### src/rtl/quad_osc_pkg.sv
// quad_osc_pkg: controller state encoding and configuration helpers shared by
// the quadrature oscillator files.
package quad_osc_pkg;

  typedef enum logic [1:0] {
    IDLE = 2'd0,
    LOAD = 2'd1,
    RUN  = 2'd2
  } state_e;

  // Largest cosine amplitude (3/8 of full scale) that keeps the recurrence
  // inside WIDTH bits for every legal shift.
  function automatic logic [31:0] amp_max(input int unsigned width);
    return 32'd3 << (width - 32'd3);
  endfunction

  // Amplitude requests are unsigned; anything above the safe limit is clipped.
  function automatic logic [31:0] amp_clip(input logic [31:0] amp,
                                           input logic [31:0] limit);
    if (amp > limit) return limit;
    return amp;
  endfunction

  // Shift 0 would diverge and WIDTH-1 or more would freeze the oscillator.
  function automatic logic [31:0] shift_clamp(input logic [31:0] shift,
                                              input int unsigned width);
    if (shift < 32'd1) return 32'd1;
    if (shift > width - 32'd2) return width - 32'd2;
    return shift;
  endfunction

endpackage

### src/rtl/quad_osc_if.sv
// quad_osc_if: run enable, configuration handshake and oscillator outputs.
// The period counter signal exists only when QUAD_OSC_PERIOD_CNT_EN is defined.
interface quad_osc_if #(
  parameter int WIDTH = 16,
  parameter int OUT_W = 8,
  parameter int CNT_W = 16
);
  localparam int SH_W = $clog2(WIDTH);

  logic                    en;
  logic                    cfg_valid;
  logic                    cfg_ready;
  logic [WIDTH-1:0]        cfg_amp;
  logic [SH_W-1:0]         cfg_shift;
  logic signed [WIDTH-1:0] sine;
  logic signed [WIDTH-1:0] cos;
  logic [OUT_W-1:0]        sine_u;
  logic [OUT_W-1:0]        cos_u;
  logic                    step;
  logic                    wrap;
`ifdef QUAD_OSC_PERIOD_CNT_EN
  logic [CNT_W-1:0]        period_cnt;

  modport master (output en, cfg_valid, cfg_amp, cfg_shift,
                  input  cfg_ready, sine, cos, sine_u, cos_u, step, wrap, period_cnt);
  modport slave  (input  en, cfg_valid, cfg_amp, cfg_shift,
                  output cfg_ready, sine, cos, sine_u, cos_u, step, wrap, period_cnt);
`else
  modport master (output en, cfg_valid, cfg_amp, cfg_shift,
                  input  cfg_ready, sine, cos, sine_u, cos_u, step, wrap);
  modport slave  (input  en, cfg_valid, cfg_amp, cfg_shift,
                  output cfg_ready, sine, cos, sine_u, cos_u, step, wrap);
`endif

endinterface

### src/rtl/quad_osc_step.sv
// quad_osc_step: one iteration of the shifted two-term recurrence. The new
// sine feeds the cosine update, which keeps the orbit closed (no amplitude drift).
module quad_osc_step #(
  parameter int WIDTH = 16
) (
  input  logic signed [WIDTH-1:0]         sine,
  input  logic signed [WIDTH-1:0]         cos,
  input  logic        [$clog2(WIDTH)-1:0] shift,
  output logic signed [WIDTH-1:0]         sine_next,
  output logic signed [WIDTH-1:0]         cos_next
);

  assign sine_next = sine + (cos >>> shift);
  assign cos_next  = cos - (sine_next >>> shift);

endmodule

### src/rtl/quad_osc.sv
// quad_osc: quadrature sine/cosine oscillator with a handshake-loaded amplitude
// and frequency shift, registered outputs, step strobe and per-period wrap pulse.
// Optional feature: define QUAD_OSC_PERIOD_CNT_EN to add the period_cnt counter.
module quad_osc
  import quad_osc_pkg::*;
#(
  parameter int WIDTH         = 16,
  parameter int OUT_W         = 8,
  parameter int AMP_DEFAULT   = 3 * (2 ** (WIDTH - 3)),
  parameter int SHIFT_DEFAULT = 3,
  parameter int CNT_W         = 16
) (
  input logic      clk,
  input logic      reset,
  quad_osc_if.slave bus
);

  localparam int                      SH_W      = $clog2(WIDTH);
  localparam logic [31:0]             AMP_MAX   = amp_max(WIDTH);
  localparam logic signed [WIDTH-1:0] AMP_RST   = WIDTH'(AMP_DEFAULT);
  localparam logic [SH_W-1:0]         SHIFT_RST = SH_W'(SHIFT_DEFAULT);

  if (WIDTH < 6 || OUT_W < 2 || OUT_W > WIDTH || CNT_W < 1) begin : g_param_check
    $error("quad_osc: illegal parameter combination");
  end

  state_e                  state_q, state_d;
  logic signed [WIDTH-1:0] sine_q, sine_d;
  logic signed [WIDTH-1:0] cos_q, cos_d;
  logic signed [WIDTH-1:0] sine_nxt, cos_nxt;
  logic [SH_W-1:0]         shift_q, shift_d;
  logic                    step_q, step_d;
  logic                    wrap_q, wrap_d;
  logic                    cfg_ready_q, cfg_ready_d;
  logic                    accept;
  logic                    do_step;
  logic                    do_load;

  quad_osc_step #(.WIDTH(WIDTH)) u_step (
    .sine      (sine_q),
    .cos       (cos_q),
    .shift     (shift_q),
    .sine_next (sine_nxt),
    .cos_next  (cos_nxt)
  );

  // Controller: an accepted configuration pre-empts the run enable.
  always_comb begin
    state_d = state_q;
    do_step = 1'b0;
    do_load = 1'b0;
    accept  = bus.cfg_valid & cfg_ready_q;
    unique case (state_q)
      IDLE:    if (bus.en) state_d = RUN;
      LOAD:    state_d = bus.en ? RUN : IDLE;
      RUN: begin
        if (bus.en) do_step = 1'b1;
        else        state_d = IDLE;
      end
      default: state_d = IDLE;
    endcase
    if (accept) begin
      state_d = LOAD;
      do_load = 1'b1;
      do_step = 1'b0;
    end
  end

  // Next oscillator state, strobes and handshake ready.
  always_comb begin
    sine_d      = sine_q;
    cos_d       = cos_q;
    shift_d     = shift_q;
    step_d      = do_step;
    wrap_d      = do_step & sine_q[WIDTH-1] & ~sine_nxt[WIDTH-1];
    cfg_ready_d = (state_d != LOAD);
    if (do_load) begin
      sine_d  = '0;
      cos_d   = WIDTH'(amp_clip(32'(bus.cfg_amp), AMP_MAX));
      shift_d = SH_W'(shift_clamp(32'(bus.cfg_shift), WIDTH));
    end else if (do_step) begin
      sine_d = sine_nxt;
      cos_d  = cos_nxt;
    end
  end

  // State, datapath and output registers with synchronous active-low reset.
  always_ff @(posedge clk) begin
    if (!reset) begin
      state_q     <= IDLE;
      sine_q      <= '0;
      cos_q       <= AMP_RST;
      shift_q     <= SHIFT_RST;
      step_q      <= 1'b0;
      wrap_q      <= 1'b0;
      cfg_ready_q <= 1'b0;
    end else begin
      state_q     <= state_d;
      sine_q      <= sine_d;
      cos_q       <= cos_d;
      shift_q     <= shift_d;
      step_q      <= step_d;
      wrap_q      <= wrap_d;
      cfg_ready_q <= cfg_ready_d;
    end
  end

`ifdef QUAD_OSC_PERIOD_CNT_EN
  logic [CNT_W-1:0] period_cnt_q, period_cnt_d;

  // Completed-period counter; a reload restarts the count.
  always_comb begin
    period_cnt_d = period_cnt_q;
    if (do_load)     period_cnt_d = '0;
    else if (wrap_d) period_cnt_d = period_cnt_q + 1'b1;
  end

  // Period counter register.
  always_ff @(posedge clk) begin
    if (!reset) period_cnt_q <= '0;
    else        period_cnt_q <= period_cnt_d;
  end

  assign bus.period_cnt = period_cnt_q;
`endif

  assign bus.cfg_ready = cfg_ready_q;
  assign bus.sine      = sine_q;
  assign bus.cos       = cos_q;
  assign bus.sine_u    = {~sine_q[WIDTH-1], sine_q[WIDTH-2 -: OUT_W-1]};
  assign bus.cos_u     = {~cos_q[WIDTH-1], cos_q[WIDTH-2 -: OUT_W-1]};
  assign bus.step      = step_q;
  assign bus.wrap      = wrap_q;

endmodule

### src/flat_wrapper.sv
// flat-port wrapper written by rule: the top's interface ports become plain ports
module quad_osc_flat import quad_osc_pkg::*;
#(
  parameter int WIDTH         = 16,
  parameter int OUT_W         = 8,
  parameter int AMP_DEFAULT   = 3 * (2 ** (WIDTH - 3)),
  parameter int SHIFT_DEFAULT = 3,
  parameter int CNT_W         = 16
)
  (clk, reset, bus_en, bus_cfg_valid, bus_cfg_amp, bus_cfg_shift, bus_cfg_ready, bus_sine, bus_cos, bus_sine_u, bus_cos_u, bus_step, bus_wrap);
  quad_osc_if #(.WIDTH(WIDTH), .OUT_W(OUT_W), .CNT_W(CNT_W)) bus_i ();
  input logic clk;
  input logic reset;
  input wire logic [$bits(bus_i.en)-1:0] bus_en;
  input wire logic [$bits(bus_i.cfg_valid)-1:0] bus_cfg_valid;
  input wire logic [$bits(bus_i.cfg_amp)-1:0] bus_cfg_amp;
  input wire logic [$bits(bus_i.cfg_shift)-1:0] bus_cfg_shift;
  output wire logic [$bits(bus_i.cfg_ready)-1:0] bus_cfg_ready;
  output wire logic [$bits(bus_i.sine)-1:0] bus_sine;
  output wire logic [$bits(bus_i.cos)-1:0] bus_cos;
  output wire logic [$bits(bus_i.sine_u)-1:0] bus_sine_u;
  output wire logic [$bits(bus_i.cos_u)-1:0] bus_cos_u;
  output wire logic [$bits(bus_i.step)-1:0] bus_step;
  output wire logic [$bits(bus_i.wrap)-1:0] bus_wrap;
  assign bus_i.en = bus_en;
  assign bus_i.cfg_valid = bus_cfg_valid;
  assign bus_i.cfg_amp = bus_cfg_amp;
  assign bus_i.cfg_shift = bus_cfg_shift;
  assign bus_cfg_ready = bus_i.cfg_ready;
  assign bus_sine = bus_i.sine;
  assign bus_cos = bus_i.cos;
  assign bus_sine_u = bus_i.sine_u;
  assign bus_cos_u = bus_i.cos_u;
  assign bus_step = bus_i.step;
  assign bus_wrap = bus_i.wrap;
  quad_osc #(.WIDTH(WIDTH), .OUT_W(OUT_W), .AMP_DEFAULT(AMP_DEFAULT), .SHIFT_DEFAULT(SHIFT_DEFAULT), .CNT_W(CNT_W)) u_core (.clk(clk), .reset(reset), .bus(bus_i));
endmodule
### config.mk
export PLATFORM = sky130hd
export DESIGN_NAME = quad_osc_flat
export DESIGN_NICKNAME = d
export VERILOG_FILES = /design/src/rtl/quad_osc_pkg.sv /design/src/rtl/quad_osc_if.sv /design/src/rtl/quad_osc_step.sv /design/src/rtl/quad_osc.sv /design/src/flat_wrapper.sv
export SDC_FILE = /design/constraint.sdc
export NUM_CORES = 1
export LEC_CHECK = 0
export ABC_AREA = 1
export CORE_MARGIN = 10
export CORE_UTILIZATION = 25
export CTS_BUF_LIST = sky130_fd_sc_hd__clkbuf_8
export CTS_CLUSTER_SIZE = 16
export DETAILED_ROUTE_END_ITERATION = 10
export SLEW_MARGIN = 20
export SYNTH_ARGS = -nofsm -noshare
export SYNTH_HDL_FRONTEND = slang
export SYNTH_SLANG_ARGS = --single-unit
export TNS_END_PERCENT = 100
### constraint.sdc
create_clock -name clk -period 3.9 [get_ports clk]
set_input_delay 0.585 -clock clk [delete_from_list [all_inputs] [get_ports clk]]
set_output_delay 0.585 -clock clk [all_outputs]
set_load 0.01 [all_outputs]
==> flow_summary.ini <==
[pwr]
p_total_mw = 2.48
p_per_area_nw_per_um2 = 325
leakage_nw = 3.69
worst_ir_drop_vdd_uv = 188

[synthesis]
synth_seq_cells = 41
synth.avg_cell_area_um2 = 5.86
yosysSeqAreaShare = 0.168
synth_cell_types = 47
yosysTopAreaCell = nand2_1
synth-main-ff-cell = dfxtp_1
synth_most_common_cell = nand2_1
synth_edf_count = 0
synth_cells = 833
syn_nets = 889
synth_common_cells = nand2_1, nand3_1, inv_1
syn-cell-area_um2 = 4880
synth_top_cell_area_share = 0.182
synth_warnings = 0
async_flop_share = 0
synth_area_leaders = nand2_1, dfxtp_1, nand3_1, o21ai_0, ha_1

[sta]
finalSetupViolations = 15
clock_skew_ns = 0.0159
timing.final.ws_setup_ns = -0.458
tns_ns = -5.18
rsz0062_at_grt = true
relSlewSlack = 0.702
max_clock_freq_mhz = 229
min_period_ns = 4.36
worst_pin_slew_ns = 0.446
period_share = 1.12
maxSlewViolCount = 0
whs_ns = 0.516
hold_violations = 0

[global_route]
grt_pass1_wl_mm = 31.2
grt.overflow.total = 0
antenna_found_initial = 0
grt_max_degree = 27
grt_pass1_vias = 5965
grtUsageTotal = 0.148

[die]
start_util = 0.252
num_rows = 51
fp.coreArea_um2 = 19300
ios = 75
dieArea_um2 = 25500
die_y_um = 160
die_w_um = 160

[cts]
clk_pin_slew_ns = 0.11
clk_latency_ns = 0.33
cts_buffers = 5
cts_sinks = 41
cts_root_buffer = clkbuf_8
tritoncts = yes
clockBufferDepth = 2
cts_hold_buffers = 0
htreeDepth = 2

[worst_setup_path]
path_buf_inv = 4
r2r_start = u_core.shift_q[0]
cp_slowest_cell = fa_2
reg2reg_depth = 31
endpoint_kind = flop
worst_ep_required_time_ns = 4.13
r2r_end = u_core.bus.cos[12]
arrival_ns = 4.59
reg2reg_slack_ns = -0.46
critPathKind = flop to flop
cpMostUsedCell = nand2_2
worst_setup_path_start_kind = flop
cp_slowest_stage_delay_ns = 0.43
path_max_fanout = 6
crit_family = simple AND/OR/NAND/NOR gates

[place]
gp_congestion = 1.02
hpwlAfterDp_mm = 15.1
io_buffers = 74
post-place-ws_ns = -1.07

[hold_path]
hold_path_end = u_core.state_q[1]
hp-start = u_core.state_q[0]
whs_path_depth = 3
hp-class = flop to flop

[final_layout]
num_antenna_cells = 0
fin_nets = 1071
drive_gt1_frac = 0.321
fin_util = 0.395
area_growth_pct = 56.4

[detailed_routing]
drc = 0
wl_per_cell_um = 15.2
first_pass_iters = 6
vias = 6066
antenna_left = 0
drt-initial-drc-count = 485
vias_per_cell = 4.74
totalWireLength_mm = 19.5

[run_status]
status = finished, violations left
violations = negative setup slack

[run]
max_cap_viol_count = 0
==> stage by stage <==
| step | cell area (µm²) | std cells |
|---|---|---|
| global placement | 6710 | 1258 |
| detailed placement | 6710 | 1258 |
| floorplan | 4920 | 833 |
| CTS | 7400 | 1275 |
| finish | 7630 | 1281 |
| global route | 7630 | 1281 |
==> power breakdown <==
part	leakage [nW]	switching [mW]	total (mW)	internal [mW]
logic	3.30	0.841	1.61	0.772
registers	0.335	0.0283	0.473	0.445
clock network	0.0543	0.198	0.391	0.192
total	3.69	1.07	2.48	1.41
==> cells by family (layout without fill, tap and decap cells) <==
group / Yosys count / count (layout) / share of synthesized area
simple gates: 449 / 449 / 0.414
compound gates: 154 / 154 / 0.173
buf+inv: 142 / 325 / 0.132
flops: 41 / 41 / 0.168
fa+ha+maj: 32 / 32 / 0.0852
xor+xnor: 13 / 13 / 0.0233
mux: 2 / 2 / 0.00410
==> area by class of cell <==
cell class,count,area [µm²]
Clock buffer,5,68.8
Clock inverter,3,46.3
Fill cell,2030,11700
Inverter,95,358
Multi-Input combinational cell,650,4100
Sequential cell,41,827
Tap cell,265,332
Timing Repair Buffer,222,1890
==> placed cells by master (no fill, tap or decap), types with 5 or more instances in the layout <==
cell type        netlist  layout
nand2_1              236     194
buf_4                 20     142
nand3_1              112      90
inv_1                 89      84
clkdlybuf4s50_1        0      74
nor2_1                52      48
nand2_2               10      45
o21ai_0               77      44
dfxtp_1               41      38
nand3_2               12      34
a21oi_1               44      31
o21ai_1                3      28
ha_4                   0      14
ha_1                  30      12
o211ai_1              11      11
a21oi_2                3      11
nand2_4                3      10
inv_2                  4       9
o21ai_2                0       8
nor2_2                 4       7
a21oi_4                0       5
xor2_1                 8       5
clkbuf_8               0       5
==> worst reg2reg max path: cells and delay by family (launching register included) <==
kind | cells | cell delay [ns]
flip-flops | 1 | 0.38
adder cells (fa/ha/maj) | 3 | 0.91
AO/OA/AOI/OAI | 7 | 0.83
AND/OR/NAND/NOR | 17 | 1.57
buffers and inverters | 4 | 0.57
==> state kept, by name, indices dropped and copies added, names as in the netlist <==
signal,count
u_core.bus.cos,16
u_core.bus.sine,16
u_core.shift_q,4
u_core.state_q,2
u_core.bus.cfg_ready,1
u_core.bus.step,1
u_core.bus.wrap,1
==> worst max-delay path by stage <==
| stage | slack [ns] | depth (start not counted) | from | endpoint |
|---|---|---|---|---|
| after global routing | -0.74 | 32 | u_core.shift_q[0] | u_core.bus.cos[8] |
| after detailed placement | -1.07 | 28 | u_core.shift_q[0] | u_core.bus.cos[8] |
| after global placement | -1.18 | 28 | u_core.shift_q[0] | u_core.bus.cos[8] |
| after floorplan | 0.007 | 32 | u_core.shift_q[0] | u_core.bus.cos[8] |
| final | -0.46 | 31 | u_core.shift_q[0] | u_core.bus.cos[12] |
| after CTS | -0.41 | 30 | u_core.shift_q[0] | u_core.bus.cos[8] |
==> what timing repair did <==
| action | in CTS | in global routing |
|---|---|---|
| cloned | 0 | 0 |
| pin swaps | 42 | 23 |
| buffers inserted | 9 | 6 |
| gates resized for setup | 129 | 48 |
| endpoints found under the setup margin | 16 | 15 |
==> metal layers <==
metal,GRT usage,part of all wire,up-vias
li1,-,-,3116
met2,0.247,0.47,139
met4,0.0451,0.022,0
met3,0.0242,0.042,24
met1,0.191,0.47,2787
met5,0,0,-
Power figures use the tool's default switching activity.
